$ cat src/rtl/fp_add_align_ctrl_pipe.sv
// rtl/fp_add_align_ctrl_pipe.sv - FP-adder alignment control: swap, saturated shift, effective op and
// result sign, registered behind a one-deep valid/ready stage.
module fp_add_align_ctrl_pipe #(
  parameter int EXPO_WIDTH = 8,
  parameter int MANT_WIDTH = 23,
  parameter int TAG_WIDTH  = 4
) (
  input  logic                  clk,
  input  logic                  rst_n,
  input  logic                  in_valid,
  output logic                  in_ready,
  input  logic [EXPO_WIDTH-1:0] exp_a_in,
  input  logic [EXPO_WIDTH-1:0] exp_b_in,
  input  logic [MANT_WIDTH-1:0] mant_a_in,
  input  logic [MANT_WIDTH-1:0] mant_b_in,
  input  logic                  sign_a_in,
  input  logic                  sign_b_in,
  input  logic                  op_sub_in,
  input  logic [TAG_WIDTH-1:0]  tag_in,
  output logic                  out_valid,
  input  logic                  out_ready,
  output logic                  swap_out,
  output logic [EXPO_WIDTH-1:0] larger_exp_out,
  output logic [EXPO_WIDTH-1:0] rshift_out,
  output logic                  shift_sat_out,
  output logic                  eff_sub_out,
  output logic                  result_sign_out,
  output logic                  zero_result_out,
  output logic [TAG_WIDTH-1:0]  tag_out
);

  // Shifting past hidden + guard + round + sticky only feeds sticky, so clip there.
  localparam logic [EXPO_WIDTH-1:0] SAT = EXPO_WIDTH'(MANT_WIDTH + 3);

  logic [EXPO_WIDTH:0]   w_diff;
  logic [EXPO_WIDTH:0]   w_diff_neg;
  logic [EXPO_WIDTH-1:0] w_mag;
  logic                  w_exp_eq;
  logic                  w_swap;
  logic                  w_sat;
  logic                  w_eff_sub;
  logic                  w_zero;
  logic                  w_sign;
  logic                  w_accept;

  logic                  r_out_valid;
  logic                  r_swap;
  logic [EXPO_WIDTH-1:0] r_larger_exp;
  logic [EXPO_WIDTH-1:0] r_rshift;
  logic                  r_shift_sat;
  logic                  r_eff_sub;
  logic                  r_result_sign;
  logic                  r_zero_result;
  logic [TAG_WIDTH-1:0]  r_tag;

  assign w_diff     = {1'b0, exp_a_in} - {1'b0, exp_b_in};
  assign w_diff_neg = -w_diff;
  assign w_exp_eq   = (w_diff == '0);
  assign w_swap     = w_diff[EXPO_WIDTH] | (w_exp_eq & (mant_b_in > mant_a_in));
  assign w_mag      = w_diff[EXPO_WIDTH] ? w_diff_neg[EXPO_WIDTH-1:0] : w_diff[EXPO_WIDTH-1:0];
  assign w_sat      = (w_mag > SAT);
  assign w_eff_sub  = sign_a_in ^ sign_b_in ^ op_sub_in;
  assign w_zero     = w_eff_sub & w_exp_eq & (mant_a_in == mant_b_in);
  // Exact cancellation yields +0 under round-to-nearest.
  assign w_sign     = w_zero ? 1'b0 : (w_swap ? (sign_b_in ^ op_sub_in) : sign_a_in);

  assign in_ready = !r_out_valid || out_ready;
  assign w_accept = in_valid && in_ready;

  always_ff @(posedge clk) begin
    if (!rst_n) begin
      r_out_valid   <= 1'b0;
      r_swap        <= 1'b0;
      r_larger_exp  <= '0;
      r_rshift      <= '0;
      r_shift_sat   <= 1'b0;
      r_eff_sub     <= 1'b0;
      r_result_sign <= 1'b0;
      r_zero_result <= 1'b0;
      r_tag         <= '0;
    end else if (w_accept) begin
      r_out_valid   <= 1'b1;
      r_swap        <= w_swap;
      r_larger_exp  <= w_swap ? exp_b_in : exp_a_in;
      r_rshift      <= w_sat ? SAT : w_mag;
      r_shift_sat   <= w_sat;
      r_eff_sub     <= w_eff_sub;
      r_result_sign <= w_sign;
      r_zero_result <= w_zero;
      r_tag         <= tag_in;
    end else if (out_ready) begin
      r_out_valid   <= 1'b0;
    end
  end

  assign out_valid       = r_out_valid;
  assign swap_out        = r_swap;
  assign larger_exp_out  = r_larger_exp;
  assign rshift_out      = r_rshift;
  assign shift_sat_out   = r_shift_sat;
  assign eff_sub_out     = r_eff_sub;
  assign result_sign_out = r_result_sign;
  assign zero_result_out = r_zero_result;
  assign tag_out         = r_tag;

endmodule

$ cat config.mk
export PLATFORM = sky130hd
export DESIGN_NAME = fp_add_align_ctrl_pipe
export DESIGN_NICKNAME = d
export VERILOG_FILES = /design/src/rtl/fp_add_align_ctrl_pipe.sv
export SDC_FILE = /design/constraint.sdc
export NUM_CORES = 1
export LEC_CHECK = 0
export ABC_AREA = 1
export BUFFER_PORTS_ARGS = -buffer_cell sky130_fd_sc_hd__buf_4
export CAP_MARGIN = 0
export CORE_MARGIN = 5
export CORE_UTILIZATION = 43
export CTS_BUF_LIST = sky130_fd_sc_hd__clkbuf_8 sky130_fd_sc_hd__clkbuf_16
export CTS_CLUSTER_SIZE = 20
export DETAILED_ROUTE_END_ITERATION = 10
export GPL_TIMING_DRIVEN = 0
export PLACE_DENSITY = 0.79
export REMOVE_ABC_BUFFERS = 1
export SYNTH_ARGS = -nofsm -noshare
export SYNTH_HDL_FRONTEND = slang
export SYNTH_SLANG_ARGS = --single-unit
export TNS_END_PERCENT = 10
$ cat constraint.sdc
create_clock -name clk -period 6.5 [get_ports clk]
set_input_delay 1.3 -clock clk [delete_from_list [all_inputs] [get_ports clk]]
set_output_delay 1.3 -clock clk [all_outputs]
set_load 0.1 [all_outputs]
==> run summary <==
Reg-to-reg startpoint - out_valid
Min-Delay Endpoint - rshift_out[6]
Average routed wire per standard cell - 11.4 microns
Type of the tightest min-delay check - reg2reg
Mux contribution to synthesized area - 0%
N_diodes - 0
Mean cell area of the mapped netlist - 6.17 sq um
Type of element capturing the critical path - register
CTS Buf Count - 3
Required time at the endpoint of the critical path - 6.65 ns
Cell type contributing the most total cell area after synthesis - sky130_fd_sc_hd__dfxtp_1
Die outline area - 7630 sq um
Maximum fanout along the worst path - 10
Crit path from - exp_a_in[0]
Source-to-sink clock delay at the later pin of the worst-skew pair - 0.27 ns
Area share of the leading cell type in the synthesized netlist - 20.2%
Total half-perimeter wirelength after legalization and detailed placement - 5560 microns
Max Clk Rate - 281 MHz
Die boundary width - 87.3 microns
Antenna violations before repair - 0
Chip height - 87.3 microns
Synthesized flop and latch total - 26
Setup Buffers After CTS - 0
Detailed-route wire length - 6700 microns
Max Slew Vio Count - 0
Root Buffer - sky130_fd_sc_hd__clkbuf_8
Placeable core region - 5850 sq um
Commonest cells after routing, fill and taps aside - sky130_fd_sc_hd__nand2_1, sky130_fd_sc_hd__buf_4, sky130_fd_sc_hd__inv_1
Clk buf depth - 2
Count of standard-cell rows - 28
Dominant combinational cell family by area after synthesis - simple AND/OR/NAND/NOR gates
Pwr/cell area - 183 nW/um^2
Remaining global-route overflow - 0
Post-synthesis compound-gate area fraction - 9.29%
GRT Total Usage - 17.2%
Number of setup violations in the final report - 0
Endpoints failing hold - 0
Clock tree sinks - 26
Worst hold path startpoint - rshift_out[6]
Worst-path cell with the longest stage delay - sky130_fd_sc_hd__fa_1
Logic depth of the worst path, buffers included - 18
Total of hold buffers inserted after clock tree synthesis - 0
GRT met2 Usage - 32.9%
Delay contributed by the slowest stage of the critical path - 0.46 ns
Largest delay contributor family on the critical path - simple AND/OR/NAND/NOR gates
Layout cells sized above 1 - 25.0%
Total chip power - 0.000630 W
Signal arrival time at the worst endpoint - 3.72 ns
TritonCTS clock tree - done
Vias after detailed routing - 2763
Reg-to-reg critical path endpoint - rshift_out[4]
Headroom to the max-slew limit - 47.8%
Synth Area in Adders - 16.8%
Critical path, cell by cell - buf_4, inv_1, ha_1, inv_1, fa_1, inv_1, ha_1, inv_1, nor2_1, nand3_2, nor2_2, nand3_2, nor2_4, nand2_4, nand2_4, nand2_1, nand3_1, a21oi_1
Number of nets in the layout - 620
Path depth of the worst reg2reg path - 8
Number of detailed-route iterations in the first pass - 4
Sequential cell area fraction in the yosys report - 20.2%
Top cells by area in the synthesized netlist - sky130_fd_sc_hd__dfxtp_1, sky130_fd_sc_hd__ha_1, sky130_fd_sc_hd__nand2_1, sky130_fd_sc_hd__inv_1, sky130_fd_sc_hd__nand3_1
Tightest Pin Transition - 0.783 ns
Min Clock Period, post-route - 3.56 ns
ANT nets after route - 0
Initial core utilization - 43.9%
Worst-case setup margin in the final layout - 2.94 ns
Number of vias per cell - 4.71
Synthesized cell area - 2570 sq um
Number of gates resized after cts - 0
RSZ-0062 raised after global routing - false
Crit path launch type - input pin
Number of remaining DRC errors - 0
Initial drt markers - 70
Worst clock skew - 0.00512 ns
Leakage - 2.01 nW
Worst IR Drop VDD - 0.132 mV
First-pass GRT wire length - 11000 microns
Fraction of the mapped netlist area in simple logic gates - 38.3%
Synthesized instance count - 417
GRT Max-Usage Layer - met2
YS warnings - 0
Buf/Inv on CP - 5
Pin count of the biggest net entering global routing - 24
Max Cap Violations - 0
GRT met3 Usage - 1.51%
Final core utilization - 58.8%
Most common library cell in the layout ignoring fill and taps - sky130_fd_sc_hd__nand2_1
Met1 capacity usage during global routing - 21.0%
DP Worst Slack - 2.64 ns
Layout-stage area growth over the synthesis result - 33.7%
Setup CP Type - in2reg
Setup TNS Final - 0 ns
Post-route worst hold slack - 0.439 ns
Weighted congestion at the end of routability-driven global placement - 0.852
H-tree level count - 1
Boundary Pins - 100
Post-synthesis share of cell area spent on xor and xnor gates - 1.02%
Number of stages on the worst hold path - 2
Internal reg-to-reg setup slack - 4.14 ns
Number of library cell types mapped by synthesis - 32
Run status - complete, no violations
Vias in the first global route - 2591
Most frequent cell on the critical path - sky130_fd_sc_hd__inv_1
Number of buffer cells added on primary ports - 99
Tcrit/Tclk final - 54.8%
CTS clock-pin slew for the worst setup and hold paths - 0.10 ns
[cell type report]
cell class,instances,area (sq um)
Timing Repair Buffer,99,743
Tap cell,75,93.8
Clock inverter,1,30.0
Sequential cell,26,520
Clock buffer,3,41.3
Multi-Input combinational cell,296,1680
Inverter,87,327
Fill cell,602,2410
[per-layer routing]
metal / part of all wire (%) / vias to the layer above / wire length [microns]
met3: 6.1 / 4 / 409
met1: 44 / 1203 / 2940
li1: - / 1487 / -
met5: 0 / - / 0
met4: 0.57 / 0 / 38
met2: 49 / 69 / 3310
[flip-flops by register name (all words and copies together) (netlist names)]
| name | cells |
|---|---|
| eff_sub_out | 1 |
| zero_result_out | 1 |
| result_sign_out | 1 |
| swap_out | 1 |
| out_valid | 1 |
| rshift_out | 8 |
| larger_exp_out | 8 |
| shift_sat_out | 1 |
| tag_out | 4 |
[through the flow]
step           instances  instance area (sq um)
6_report             587                   3440
5_1_grt              587                   3440
2_1_floorplan        409                   2530
3_5_place_dp         583                   3370
4_1_cts              587                   3440
3_3_place_gp         583                   3370
[kinds of logic (layout without fill, tap and decap cells)]
| logic type | Yosys count | after routing |
|---|---|---|
| AND/OR/NAND/NOR | 217 | 217 |
| buffers and inverters | 95 | 190 |
| AO/OA/AOI/OAI | 42 | 42 |
| adder cells (fa/ha/maj) | 34 | 34 |
| flip-flops | 26 | 26 |
| XOR/XNOR | 3 | 3 |
[synthesized netlist by cell type]
cell / number
sky130_fd_sc_hd__clkbuf_1: 4
sky130_fd_sc_hd__nand4_1: 4
sky130_fd_sc_hd__nand2_1: 107
sky130_fd_sc_hd__inv_1: 84
sky130_fd_sc_hd__nor4_1: 1
sky130_fd_sc_hd__dfxtp_1: 26
sky130_fd_sc_hd__and2_1: 1
sky130_fd_sc_hd__a21oi_4: 1
sky130_fd_sc_hd__o211ai_1: 2
sky130_fd_sc_hd__clkinv_1: 1
sky130_fd_sc_hd__nor2_4: 2
sky130_fd_sc_hd__xnor2_1: 1
sky130_fd_sc_hd__nor2_2: 1
sky130_fd_sc_hd__nand3_1: 39
sky130_fd_sc_hd__xor2_1: 2
sky130_fd_sc_hd__nand2_2: 8
sky130_fd_sc_hd__o21ai_1: 3
sky130_fd_sc_hd__nand2_4: 4
sky130_fd_sc_hd__nand3_2: 5
sky130_fd_sc_hd__ha_1: 33
sky130_fd_sc_hd__a21oi_2: 2
sky130_fd_sc_hd__nand3b_1: 1
sky130_fd_sc_hd__nor3_1: 1
sky130_fd_sc_hd__inv_2: 2
sky130_fd_sc_hd__a21oi_1: 23
sky130_fd_sc_hd__buf_2: 3
sky130_fd_sc_hd__fa_1: 1
sky130_fd_sc_hd__o21ai_0: 9
sky130_fd_sc_hd__or2_1: 1
sky130_fd_sc_hd__buf_6: 1
sky130_fd_sc_hd__a21boi_0: 2
sky130_fd_sc_hd__nor2_1: 42
[worst max-delay path by stage]
stage                                   end
final                     larger_exp_out[3]
after global routing      larger_exp_out[3]
after CTS                 larger_exp_out[3]
after detailed placement  larger_exp_out[3]
after global placement    larger_exp_out[3]
after floorplan               rshift_out[1]
[worst min-delay path, cell delays in order (launching register included)]
cell	delay (ns)
sky130_fd_sc_hd__dfxtp_1	0.32
sky130_fd_sc_hd__nand2_1	0.05
sky130_fd_sc_hd__nor2_1	0.03
[power by group]
| part | internal, W | switching (W) | total [W] |
|---|---|---|---|
| registers | 0.000171 | 0.00000586 | 0.000177 |
| clock network | 0.0000824 | 0.0000525 | 0.000135 |
| logic | 0.000103 | 0.000215 | 0.000318 |
No activity file was read; power rests on OpenSTA's default activity.
